==> config.mk <==
export PLATFORM = sky130hd
export DESIGN_NAME = response_transmitter
export DESIGN_NICKNAME = d
export VERILOG_FILES = /design/src/rtl/sensor_link_pkg.sv /design/src/rtl/uart_tx_byte.sv /design/src/rtl/response_transmitter.sv
export SDC_FILE = /design/constraint.sdc
export NUM_CORES = 1
export LEC_CHECK = 0
export ABC_AREA = 1
export ABC_CLOCK_PERIOD_IN_PS = 1600
export CAP_MARGIN = 5
export CORE_MARGIN = 2
export CORE_UTILIZATION = 35
export CTS_CLUSTER_DIAMETER = 100
export DETAILED_ROUTE_END_ITERATION = 16
export SYNTH_ARGS = -nofsm -noshare
export SYNTH_HDL_FRONTEND = slang
export SYNTH_SLANG_ARGS = --single-unit
==> constraint.sdc <==
create_clock -name clock -period 1.6 [get_ports clock]
set_input_delay 0.24 -clock clock [delete_from_list [all_inputs] [get_ports clock]]
set_output_delay 0.24 -clock clock [all_outputs]
set_load 0.1 [all_outputs]
==> src/rtl/sensor_link_pkg.sv <==
// Shared definitions for the sensor link: transmitter state encoding and UART framing constants.
package sensor_link_pkg;

    typedef logic [2:0] tx_state_t;

    localparam tx_state_t IDLE  = 3'd0;
    localparam tx_state_t START = 3'd1;
    localparam tx_state_t DATA  = 3'd2;
    localparam tx_state_t STOP  = 3'd3;
    localparam tx_state_t NEXT  = 3'd4;

    localparam logic START_BIT = 1'b0;
    localparam logic STOP_BIT  = 1'b1;
    localparam int   DATA_BITS = 8;

endpackage

==> src/rtl/uart_tx_byte.sv <==
// Single-byte UART 8N1 shifter: start bit, 8 data bits LSB first, stop bit, each CLKS_PER_BIT clocks.
module uart_tx_byte
    import sensor_link_pkg::*;
#(
    parameter int CLKS_PER_BIT = 5208
) (
    input  logic       clock,
    input  logic       reset,
    input  logic       start,
    input  logic [7:0] data,
    output logic       tx,
    output logic       byte_done
);

    localparam int            CW        = $clog2(CLKS_PER_BIT);
    localparam logic [CW-1:0] BAUD_LAST = CW'(CLKS_PER_BIT - 1);
    localparam logic [2:0]    BIT_LAST  = 3'(DATA_BITS - 1);

    tx_state_t     state_q, state_d;
    logic [CW-1:0] baud_q, baud_d;
    logic [2:0]    bit_q, bit_d;
    logic [7:0]    shift_q, shift_d;
    logic          tx_q, tx_d;
    logic          baud_end;

    assign baud_end = (baud_q == BAUD_LAST);
    assign tx       = tx_q;

    always_comb begin
        state_d   = state_q;
        baud_d    = baud_q;
        bit_d     = bit_q;
        shift_d   = shift_q;
        tx_d      = tx_q;
        byte_done = 1'b0;
        case (state_q)
            IDLE: begin
                if (start) begin
                    state_d = START;
                    shift_d = data;
                    baud_d  = '0;
                    bit_d   = '0;
                    tx_d    = START_BIT;
                end
            end
            START: begin
                if (baud_end) begin
                    baud_d  = '0;
                    state_d = DATA;
                    tx_d    = shift_q[0];
                end else begin
                    baud_d = baud_q + CW'(1);
                end
            end
            DATA: begin
                if (baud_end) begin
                    baud_d = '0;
                    if (bit_q == BIT_LAST) begin
                        state_d = STOP;
                        bit_d   = '0;
                        tx_d    = STOP_BIT;
                    end else begin
                        bit_d   = bit_q + 3'd1;
                        shift_d = {1'b0, shift_q[7:1]};
                        tx_d    = shift_d[0];
                    end
                end else begin
                    baud_d = baud_q + CW'(1);
                end
            end
            STOP: begin
                // byte_done fires in the last stop-bit cycle so the frame sequencer can react on the same edge
                if (baud_end) begin
                    baud_d    = '0;
                    state_d   = IDLE;
                    byte_done = 1'b1;
                end else begin
                    baud_d = baud_q + CW'(1);
                end
            end
            default: begin
                state_d = IDLE;
                baud_d  = '0;
                bit_d   = '0;
                tx_d    = STOP_BIT;
            end
        endcase
    end

    always_ff @(posedge clock or negedge reset) begin
        if (!reset) begin
            state_q <= IDLE;
            baud_q  <= '0;
            bit_q   <= '0;
            shift_q <= '0;
            tx_q    <= 1'b1;
        end else begin
            state_q <= state_d;
            baud_q  <= baud_d;
            bit_q   <= bit_d;
            shift_q <= shift_d;
            tx_q    <= tx_d;
        end
    end

endmodule

==> src/rtl/response_transmitter.sv <==
// Frames a latched response (command, value[, checksum]) onto a UART line on each data_ready rising edge.
// Define RESPONSE_CHECKSUM_EN to append a third byte, command XOR value.
module response_transmitter
    import sensor_link_pkg::*;
#(
    parameter int CLK_FREQ     = 50000000,
    parameter int BAUD_RATE    = 9600,
    parameter int CLKS_PER_BIT = CLK_FREQ / BAUD_RATE
) (
    input  logic       clock,
    input  logic       reset,
    input  logic       data_ready,
    input  logic [7:0] response_command,
    input  logic [7:0] response_value,
    output logic       tx,
    output logic       busy,
    output logic       done,
    output logic       overrun
);

`ifdef RESPONSE_CHECKSUM_EN
    localparam logic [1:0] LAST_BYTE = 2'd2;
`else
    localparam logic [1:0] LAST_BYTE = 2'd1;
`endif

    logic       dr_q;
    logic       trigger;
    tx_state_t  state_q, state_d;
    logic [7:0] cmd_q, cmd_d;
    logic [7:0] val_q, val_d;
    logic [1:0] idx_q, idx_d;
    logic       done_q, done_d;
    logic       ovr_q, ovr_d;
    logic       byte_start;
    logic [7:0] byte_sel;
    logic [7:0] byte_data;
    logic       byte_done;

    assign trigger = data_ready & ~dr_q;

    always_comb begin
        case (idx_q)
            2'd0:    byte_sel = cmd_q;
            2'd1:    byte_sel = val_q;
`ifdef RESPONSE_CHECKSUM_EN
            2'd2:    byte_sel = cmd_q ^ val_q;
`endif
            default: byte_sel = cmd_q;
        endcase
    end

    // The first byte launches in the trigger cycle, before the latch is visible, so it comes from the port.
    assign byte_data = (state_q == IDLE) ? response_command : byte_sel;

    // Frame level: START stands for "a byte is in flight"; the shifter walks START/DATA/STOP itself.
    always_comb begin
        state_d    = state_q;
        cmd_d      = cmd_q;
        val_d      = val_q;
        idx_d      = idx_q;
        done_d     = 1'b0;
        ovr_d      = ovr_q;
        byte_start = 1'b0;
        case (state_q)
            IDLE: begin
                if (trigger) begin
                    state_d    = START;
                    cmd_d      = response_command;
                    val_d      = response_value;
                    idx_d      = '0;
                    byte_start = 1'b1;
                end
            end
            START: begin
                if (byte_done) begin
                    if (idx_q == LAST_BYTE) begin
                        state_d = IDLE;
                        done_d  = 1'b1;
                    end else begin
                        state_d = NEXT;
                        idx_d   = idx_q + 2'd1;
                    end
                end
            end
            NEXT: begin
                state_d    = START;
                byte_start = 1'b1;
            end
            default: state_d = IDLE;
        endcase
        if (trigger && (state_q != IDLE)) begin
            ovr_d = 1'b1;
        end
    end

    always_ff @(posedge clock or negedge reset) begin
        if (!reset) begin
            dr_q    <= 1'b0;
            state_q <= IDLE;
            cmd_q   <= '0;
            val_q   <= '0;
            idx_q   <= '0;
            done_q  <= 1'b0;
            ovr_q   <= 1'b0;
        end else begin
            dr_q    <= data_ready;
            state_q <= state_d;
            cmd_q   <= cmd_d;
            val_q   <= val_d;
            idx_q   <= idx_d;
            done_q  <= done_d;
            ovr_q   <= ovr_d;
        end
    end

    uart_tx_byte #(
        .CLKS_PER_BIT(CLKS_PER_BIT)
    ) u_uart_tx_byte (
        .clock    (clock),
        .reset    (reset),
        .start    (byte_start),
        .data     (byte_data),
        .tx       (tx),
        .byte_done(byte_done)
    );

    assign busy    = (state_q != IDLE);
    assign done    = done_q;
    assign overrun = ovr_q;

endmodule

==> out/results.ini, run 1 <==
[status]
status = finished clean

[floorplanning]
rows = 31
ioPinCount = 23
die_area_um2 = 8360
die_x_um = 91.4
core-area_um2 = 7330
chipHeight_um = 91.4
start_util_pct = 36.5

[yosys]
synth-seq-cells = 50
synth-compound-area-share_pct = 7.25
syn_area_um2 = 2680
yosys.area_share.adder_pct = 4.21
avgSynthCellArea_um2 = 7.47
synth_cell_types = 31
synthCells = 358
synth_nets = 386
synth_xor_area_share_pct = 0.655
ys_warn_count = 0
synth_simple_gate_area_share_pct = 35.5
synth_top_family_by_area = simple AND/OR/NAND/NOR gates
synth_seq_area_share_pct = 46.8
synthMuxAreaShare_pct = 0

[place]
port_buffers = 22
placed_area_um2 = 3280
place_hpwl_um = 4500
routabilityCongestion = 0.865
place_ws_ns = -0.137
placedCellCount = 505

[timing]
finalSetupViolCount = 0
hold_viol = 0
finalCritPeriodShare_pct = 96.4
skew_ns = 0.00580
grt_setup_unrepaired = yes
worst_pin_slew_ns = 0.337
max_freq_ghz = 0.648
whs_ns = 0.351
period_minus_slack_ns = 1.54
drv_slew = 0
fin_ws_ns = 0.0575
slew_headroom_pct = 77.3
tns_ns = 0

[global_routing]
first_global_vias = 2408
grt_pass1_wl_um = 10700
antenna_found_initial = 0
grtUsageTotal_pct = 15.4
overflow = 0
grt_max_degree = 26

[clocking]
cts.sinks = 50
cts_buffers = 5
cts_tree = built
cts_max_path_buffers = 2
insertion_delay_ns = 0.30
htreeDepth = 2
clk_transition_reported_paths_ns = 0.09
cts-root-buf = clkbuf_8

[pwr]
p_sw_uw = 468
power_mw = 2.45
pwr-share-comb_pct = 3.4
power-per-cell-area_nw_per_um2 = 685
p_seq_share_pct = 51.7
clockPowerShare_pct = 44.9
ir_drop_uv = 391
power.leakage_nw = 1.92
switching_share_pct = 19.1
intPower_mw = 1.98

[finish]
layout-drive-gt1-share_pct = 22.0
n_antenna_cell = 0
final_area_um2 = 3570
fin_util_pct = 48.7
final_cell_count_no_fill = 521
nFillCells = 696
num-nets-final = 449
syn_to_final_growth_pct = 33.4

[drt]
via_per_inst = 4.73
drt_iter0_markers = 94
wl_um = 6140
wl_per_cell_um = 11.8
final_antenna_net_count = 0
drc = 0
firstDrtPassIters = 4
vias = 2465

[worst_setup_path]
path_max_fanout = 5
critical_path_class = reg2reg
crit_path_end_kind = register
startpoint_type = register
cp.required_ns = 1.80
cp_slowest_cell = dfrtp_1
cp_num_buf_inv = 2
critical_path.max_stage_delay_ns = 0.36
crit_chain = ha_2 -> nand2_2 -> buf_4 -> inv_2 -> nand2_1 -> nor2_1 -> nand3_1 -> nand2_2 -> nand3_2 -> nand2_1 -> nand2_1
crit_top_cell = nand2_1
cp.arrival_ns = 1.74
cp_top_family = simple AND/OR/NAND/NOR gates

[min_path]
hold_class = in2async

[flow_run]
drv_cap = 0

## registers in the layout (all words and copies together) (netlist names)
register	count
u_uart_tx_byte.baud_q	13
cmd_q	8
u_uart_tx_byte.shift_q	8
val_q	8
u_uart_tx_byte.bit_q	3
idx_q	2
state_q	2
u_uart_tx_byte.state_q	2
done	1
dr_q	1
overrun	1
u_uart_tx_byte.tx	1
## cell type report
class                      instances  area, µm²  area share (%)
multi-input combinational        272       1350            37.9
sequential                        50       1250            35.1
timing repair buffer              61        574            16.1
tap                               99        124            3.47
clock inverter                     2       60.1            1.68
inverter                          30        116            3.26
clock buffer                       6       82.6            2.31
timing repair inverter             1       5.00           0.140
## cells by family (layout without fill, tap and decap cells)
| kind of cell | Yosys count | in the layout |
|---|---|---|
| simple gates | 230 | 230 |
| flops | 50 | 50 |
| buf+inv | 37 | 100 |
| compound gates | 30 | 31 |
| fa+ha+maj | 9 | 9 |
| xor+xnor | 2 | 2 |
## power groups by stage
stage / clock, mW / combinational (mW) / sequential [mW]
after floorplan: 0 / 0.00238 / 1.29
final: 1.10 / 0.0841 / 1.26
after global placement: 0 / 0.0854 / 1.29
after global routing: 1.18 / 0.0948 / 1.26
after CTS: 1.12 / 0.0869 / 1.26
after detailed placement: 0 / 0.0844 / 1.29
## placed cells by master, fill, tap and decap left out, types with 7 or more instances in the layout
cell | Yosys | final
buf_4 | 0 | 34
clkdlybuf4s50_1 | 0 | 17
dfrtp_1 | 49 | 48
inv_1 | 19 | 17
inv_2 | 10 | 12
nand2_1 | 159 | 154
nand3_1 | 33 | 31
nor2_1 | 19 | 16
o211ai_1 | 7 | 7
## worst paths after layout
check | startpoint | end | slack (ns) | cells after the start
setup / recovery | u_uart_tx_byte.baud_q[0] | idx_q[1] | 0.06 | 11
hold / removal | reset | u_uart_tx_byte.baud_q[1] | 0.35 | 2
setup reg to reg | u_uart_tx_byte.baud_q[0] | idx_q[1] | 0.06 | 11
hold reg to reg | val_q[6] | val_q[6] | 0.48 | 2
max in group asynchronous | reset | u_uart_tx_byte.shift_q[3] | 0.74 | 3
min in group clock | data_ready | dr_q | 0.40 | 1
## cell usage after synthesis, drive strengths merged
| library cell | count | area [µm²] |
|---|---|---|
| nor4 | 1 | 6.26 |
| clkinv | 1 | 3.75 |
| clkbuf | 3 | 11.3 |
| nor3 | 7 | 35.0 |
| o22ai | 3 | 18.8 |
| a21oi | 6 | 45.1 |
| dfstp | 1 | 26.3 |
| inv | 29 | 109 |
| dfrtp | 49 | 1230 |
| ha | 9 | 113 |
| o21ai | 11 | 55.1 |
| o32ai | 1 | 8.76 |
| a31oi | 1 | 6.26 |
| nor2 | 21 | 83.8 |
| nand3 | 34 | 175 |
| o21bai | 1 | 7.51 |
| nand3b | 2 | 15.0 |
| nand4 | 3 | 18.8 |
| xor2 | 2 | 17.5 |
| buf | 4 | 25.0 |
| o211ai | 7 | 52.6 |
| nand2 | 162 | 616 |
## timing repair
| action | in CTS | in global routing |
|---|---|---|
| gates resized for setup | 5 | 23 |
| hold endpoints to repair | 9 | 0 |
| setup buffers | 0 | 5 |
| cloned | 1 | 1 |
| pin swaps | 1 | 10 |
| hold buffers | 1 | 0 |
| endpoints found under the setup margin | 17 | 27 |
## per-layer routing
| metal | wire length (µm) | part of all wire [%] | track usage (%) |
|---|---|---|---|
| met1 | 2980 | 49 | 21.3 |
| met2 | 2890 | 47 | 24.7 |
| met3 | 218 | 3.6 | 3.07 |
| met4 | 49 | 0.80 | 3.54 |
| met5 | 0 | 0 | 0 |
No activity file was read; power rests on OpenSTA's default activity.
==> run 2, diff against run 1 <==
Settings changed: ABC_CLOCK_PERIOD_IN_PS 1600 to 1850, SYNTH_HIERARCHICAL set to 1.
Clock period 1.6 ns to 1.85 ns, I/O delays scaled along.
==> run 2 against run 1 <==
Against the previous run: first-iteration DRC count rose by 3.2%; setup slack improved by 0.13 ns; die area rose by 6.1%; sequential share of layout area rose by 2.3 points; synthesized area rose by 6.4%; global-route usage fell by 0.085 points; hold slack improved by 0.069 ns; clock skew rose by 0.0073 ns; non-clock buffer count fell by 27; via count fell by 3.3%; register-to-register slack improved by 0.13 ns; design area fell by 6.3%; critical endpoint is now u_uart_tx_byte/shift_q[0]; highest routed layer unchanged.
==> out/results.ini, run 2 <==
[finish]
final_cell_count_no_fill = 483  ; was 521
fin_util_pct = 42.8  ; was 48.7%
mostFrequentLayoutCells = nand2_1 (106), dfrtp_1 (49), nand3_1 (39), nor2_1 (26), inv_1 (20)  ; was nand2_1 (154), dfrtp_1 (48), buf_4 (34), nand3_1 (31)
largest_reg_flops = 13  ; unchanged
final_common_cell = nand2_1  ; unchanged
num-nets-final = 408  ; was 449
n_antenna_cell = 0  ; unchanged
layout-drive-gt1-share_pct = 16.8  ; was 22.0%
nFillCells = 802  ; was 696
syn_to_final_growth_pct = 17.5  ; was 33.4%
top_register = u_uart_tx_byte/baud_q  ; was u_uart_tx_byte.baud_q

[timing]
worst_pin_slew_ns = 0.423  ; was 0.337 ns
period_minus_slack_ns = 1.66  ; was 1.54 ns
skew_ns = 0.0131  ; was 0.00580 ns
finalSetupViolCount = 0  ; unchanged
grt_setup_unrepaired = no  ; was yes
slew_headroom_pct = 71.6  ; was 77.3%
finalCritPeriodShare_pct = 89.8  ; was 96.4%
drv_slew = 0  ; unchanged
hold_viol = 0  ; unchanged
max_freq_ghz = 0.602  ; was 0.648 GHz

[drt]
vias = 2384  ; was 2465
via_per_inst = 4.94  ; was 4.73
drt_iter0_markers = 97  ; was 94
final_antenna_net_count = 0  ; unchanged
drc = 0  ; unchanged
firstDrtPassIters = 4  ; unchanged
wl_um = 6150  ; was 6140 µm
wl_per_cell_um = 12.7  ; was 11.8 µm

[clocking]
cts_max_path_buffers = 2  ; unchanged
insertion_delay_ns = 0.32  ; was 0.30 ns
postCtsHoldBufs = 1  ; unchanged
clk_transition_reported_paths_ns = 0.10  ; was 0.09 ns
cts_setup_buffers = 0  ; unchanged
cts-root-buf = clkbuf_8  ; unchanged
cts_buffers = 5  ; unchanged
post_cts_resized = 0  ; was 5
cts_tree = built  ; unchanged
htreeDepth = 2  ; unchanged
cts.sinks = 50  ; unchanged

[floorplanning]
core-area_um2 = 7810  ; was 7330 µm²
die_x_um = 94.2  ; was 91.4 µm
chipHeight_um = 94.2  ; was 91.4 µm
start_util_pct = 36.4  ; was 36.5%
rows = 32  ; was 31
die_area_um2 = 8870  ; was 8360 µm²
ioPinCount = 23  ; unchanged

[worst_setup_path]
path_max_fanout = 16  ; was 5
startpoint_type = register  ; unchanged
critical_path_class = reg2reg  ; unchanged
cp.arrival_ns = 1.87  ; was 1.74 ns
crit_path_end_kind = register  ; unchanged
cp.required_ns = 2.06  ; was 1.80 ns

[status]
status = finished clean  ; unchanged

[pwr]
power.leakage_nw = 1.58  ; was 1.92 nW
power-per-cell-area_nw_per_um2 = 562  ; was 685 nW/µm²
ir_drop_uv = 257  ; was 391 µV

[global_routing]
overflow = 0  ; unchanged
antenna_found_initial = 0  ; unchanged
first_global_vias = 2276  ; was 2408
grt_pass1_wl_um = 10700  ; about the same
grtUsageTotal_pct = 15.3  ; was 15.4%
grt_max_degree = 51  ; was 26

[yosys]
syn_area_um2 = 2850  ; was 2680 µm²
synth.area.top_cells = dfrtp_1 (43%), nand2_1 (14%), nand3_1 (6.9%)  ; was dfrtp_1 (46%), nand2_1 (22%), nand3_1 (6.2%)
synth_commonest_cells = nand2_1 (106), dfrtp_1 (49), nand3_1 (39)  ; was nand2_1 (159), dfrtp_1 (49), nand3_1 (33)
ys_warn_count = 6  ; was 0
synth_nets = 375  ; was 386
yosysMostFrequentCell = nand2_1  ; unchanged
synth-seq-cells = 50  ; unchanged
ys_async_sr_fraction_pct = 100  ; unchanged
ys.flop_type = dfrtp_1  ; unchanged
synthCells = 347  ; was 358
synth_top_cell_area_share_pct = 43.1  ; was 45.8%
synth_cell_types = 39  ; was 31
synth_edf_count = 0  ; unchanged
synth_seq_area_share_pct = 44.0  ; was 46.8%
avgSynthCellArea_um2 = 8.20  ; was 7.47 µm²
yosys.area.top_type = dfrtp_1  ; unchanged

[place]
routabilityCongestion = 0.824  ; was 0.865
place_hpwl_um = 4500  ; about the same
port_buffers = 22  ; unchanged
placedCellCount = 474  ; was 505

[min_path]
hold_class = in2reg  ; was in2async

[flow_run]
drv_cap = 0  ; unchanged

run 2: final cells by class:
| cell class | count | area (µm²) | share of cell area [%] |
|---|---|---|---|
| inverters | 29 | 109 | 3.26 |
| flip-flops and latches | 50 | 1250 | 37.5 |
| clock inverters | 2 | 17.5 | 0.524 |
| well taps | 102 | 128 | 3.82 |
| multi-input cells | 260 | 1410 | 42.1 |
| clock buffers | 6 | 82.6 | 2.47 |
| repair buffers | 34 | 348 | 10.4 |
run 2: per-stage QoR:
stage	power, mW	TNS [ns]	worst slack, ns	hold WS [ns]	cell area, µm²
final	1.88	0	0.188	0.420	3340
after global routing	1.96	0	0.0447	0.431	3340
after CTS	1.91	0	0.162	0.422	3340
after detailed placement	1.20	-0.131	-0.0258	0.293	3230
after global placement	1.20	0	0.0447	0.293	3230
after floorplan	1.12	0	0.272	-0.0181	2850
run 2: layer usage:
| layer | GRT usage [%] | share of wire, % |
|---|---|---|
| met5 | 0 | 0 |
| met1 | 19.3 | 46 |
| met2 | 26.2 | 49 |
| met4 | 5.31 | 1.4 |
| met3 | 2.73 | 4.0 |
run 2: cells by family after synthesis:
kind of cell,Yosys count,synth area share (%)
adder cells (fa/ha/maj),9,3.96
flip-flops,50,44.0
buffers and inverters,37,6.55
AO/OA/AOI/OAI,45,10.6
AND/OR/NAND/NOR,199,32.5
multiplexers,6,2.11
XOR/XNOR,1,0.308
run 2: power by group:
group          switching, mW  internal (mW)  total (mW)
Sequential          0.000339           1.09        1.09
Combinational         0.0405         0.0449      0.0854
Clock                  0.393          0.309       0.701
Total                  0.434           1.45        1.88
run 2: path summary, 6_finish.rpt:
path | from | to | slack (ns) | depth (start not counted)
setup / recovery | u_uart_tx_byte/state_q[0] | u_uart_tx_byte/shift_q[0] | 0.19 | 7
hold / removal | data_ready | dr_q | 0.42 | 1
setup reg to reg | u_uart_tx_byte/state_q[0] | u_uart_tx_byte/shift_q[0] | 0.19 | 7
hold reg to reg | cmd_q[1] | cmd_q[1] | 0.48 | 2
max in group asynchronous | reset | u_uart_tx_byte/tx | 1.08 | 3
min in group asynchronous | reset | done | 0.47 | 3
run 2: critical path: stages (launching register included):
cell and delay [ns]:
dfrtp_1 0.44, inv_1 0.11, ha_1 0.26, nor2_1 0.11, a211oi_2 0.29, nand2_4 0.20
nand2_1 0.12, o21ai_2 0.05
==> run 3, diff against run 2 <==
Settings changed: CORE_ASPECT_RATIO set to 0.9, CORE_MARGIN 2 to unset.
==> run 3 against run 2 <==
Against the previous run: total power shrank 0.40%; clock-buffer cell count is the same; wire length shrank 1.0%; critical endpoint is now busy.
==> out/results.ini, run 3 (synthesized netlist as in run 2, its figures left out) <==
[finish]
num-nets-final = 407  ; was 408
syn_to_final_growth_pct = 16.4  ; was 17.5%
mostFrequentLayoutCells = nand2_1 (106), dfrtp_1 (49), nand3_1 (39), nor2_1 (26), inv_1 (20)  ; unchanged
final_common_cell = nand2_1  ; unchanged
largest_reg_flops = 13  ; unchanged
fin_util_pct = 43.0  ; was 42.8%
final_cell_count_no_fill = 476  ; was 483
n_antenna_cell = 0  ; unchanged
final_area_um2 = 3310  ; was 3340 µm²
top_register = u_uart_tx_byte/baud_q  ; unchanged
layout-drive-gt1-share_pct = 16.6  ; was 16.8%

[drt]
via_per_inst = 4.92  ; was 4.94
drc = 0  ; unchanged
vias = 2343  ; was 2384
final_antenna_net_count = 0  ; unchanged
wl_per_cell_um = 12.8  ; was 12.7 µm
drt_iter0_markers = 127  ; was 97
wl_um = 6090  ; was 6150 µm
firstDrtPassIters = 4  ; unchanged

[place]
place_hpwl_um = 4530  ; was 4500 µm
placedCellCount = 467  ; was 474
placed_area_um2 = 3210  ; was 3230 µm²
place_ws_ns = 0.0161  ; was -0.0258 ns
port_buffers = 22  ; unchanged
routabilityCongestion = 0.808  ; was 0.824

[floorplanning]
chipHeight_um = 87.5  ; was 94.2 µm
rows = 30  ; was 32
start_util_pct = 37.0  ; was 36.4%
core-area_um2 = 7690  ; was 7810 µm²
ioPinCount = 23  ; unchanged
die_area_um2 = 8490  ; was 8870 µm²
die_x_um = 97.0  ; was 94.2 µm

[timing]
finalCritPeriodShare_pct = 92.1  ; was 89.8%
finalSetupViolCount = 0  ; unchanged
tns_ns = 0  ; unchanged
max_freq_ghz = 0.587  ; was 0.602 GHz
drv_slew = 0  ; unchanged
whs_ns = 0.433  ; was 0.420 ns
worst_pin_slew_ns = 0.443  ; was 0.423 ns
slew_headroom_pct = 70.3  ; was 71.6%
period_minus_slack_ns = 1.70  ; was 1.66 ns
skew_ns = 0.00691  ; was 0.0131 ns
hold_viol = 0  ; unchanged
fin_ws_ns = 0.147  ; was 0.188 ns
grt_setup_unrepaired = no  ; unchanged

[flow_run]
drv_cap = 0  ; unchanged

[global_routing]
first_global_vias = 2305  ; was 2276
grt_max_degree = 20  ; was 51
antenna_found_initial = 0  ; unchanged
grt_pass1_wl_um = 10700  ; about the same
overflow = 0  ; unchanged
grtUsageTotal_pct = 15.6  ; was 15.3%

[worst_setup_path]
startpoint_type = register  ; unchanged
cp.required_ns = 1.57  ; was 2.06 ns
crit_path_end_kind = output port  ; was register
cp_slowest_cell = dfrtp_1  ; unchanged
rr_worst_depth = 8  ; was 7
path_max_fanout = 17  ; was 16
crit_chain = nor2_8 -> inv_2 -> buf_12  ; was inv_1 -> ha_1 -> nor2_1 -> a211oi_2 -> nand2_4 -> nand2_1 -> o21ai_2
critical_path.max_stage_delay_ns = 0.49  ; was 0.44 ns
cp.arrival_ns = 1.43  ; was 1.87 ns
critical_path_class = reg2out  ; was reg2reg

[clocking]
post_cts_resized = 0  ; unchanged
cts_buffers = 5  ; unchanged
cts_setup_buffers = 0  ; unchanged
cts_max_path_buffers = 2  ; unchanged
insertion_delay_ns = 0.31  ; was 0.32 ns
cts-root-buf = clkbuf_8  ; unchanged
clk_transition_reported_paths_ns = 0.10  ; about the same
cts_tree = built  ; unchanged
cts.sinks = 50  ; unchanged
htreeDepth = 2  ; unchanged

[min_path]
whs_path_depth = 1  ; unchanged
hold_class = in2reg  ; unchanged

[pwr]
intPower_mw = 1.44  ; was 1.45 mW
power_mw = 1.87  ; was 1.88 mW
ir_drop_uv = 243  ; was 257 µV
switching_share_pct = 23.2  ; was 23.1%
power-per-cell-area_nw_per_um2 = 566  ; was 562 nW/µm²
clockPowerShare_pct = 37.1  ; was 37.3%
p_sw_uw = 434  ; about the same
pwr-share-comb_pct = 4.5  ; about the same
p_seq_share_pct = 58.4  ; was 58.2%
power.leakage_nw = 1.57  ; was 1.58 nW

[status]
status = finished clean  ; unchanged

-- run 3: changes by cell type in the layout (fill, tap and decap cells not counted), sizes merged --
cell / delta
clkinv: -1
buf: -1
clkinvlp: +1
-- run 3: metal layers --
layer	up-vias	track usage [%]	share of wire (%)	wire length, µm
li1	1201	-	-	-
met4	0	4.21	1.1	69
met2	55	25.9	45	2730
met5	-	0	0	0
met1	1080	21.0	50	3070
met3	7	3.03	3.6	219
-- run 3: critical path: cells and delay by family, from the launching register on --
family	cells	cell delay, ns
buffers and inverters	2	0.35
and+or+nand+nor	1	0.27
DFF	1	0.49
-- run 3: worst paths after layout --
| check | to | start | slack, ns |
|---|---|---|---|
| max in group asynchronous | u_uart_tx_byte/shift_q[5] | reset | 0.80 |
| hold reg to reg | val_q[2] | val_q[2] | 0.48 |
| min in group asynchronous | u_uart_tx_byte/baud_q[12] | reset | 0.44 |
| setup / recovery | busy | state_q[0] | 0.15 |
| setup reg to reg | u_uart_tx_byte/shift_q[4] | u_uart_tx_byte/state_q[0] | 0.15 |
| hold / removal | dr_q | data_ready | 0.43 |
-- run 3: repair_timing --
item / CTS / global route
setup endpoints to repair: 0 / 0
endpoints found under the hold margin: 16 / 0
hold buffers: 1 / 0
-- run 3: cell type report --
cell class	count	area [µm²]
inverters	29	109
multi-input cells	260	1410
well taps	96	120
flip-flops and latches	50	1250
clock inverters	2	12.5
fillers	765	4380
clock buffers	6	82.6
repair buffers	33	328
-- run 3: power by group through the flow --
stage	sequential, mW	clock [mW]	combinational [mW]
after floorplan	1.12	0	0.00862
after global placement	1.11	0	0.0842
after detailed placement	1.11	0	0.0848
after CTS	1.09	0.707	0.0867
after global routing	1.09	0.765	0.0930
final	1.09	0.695	0.0839
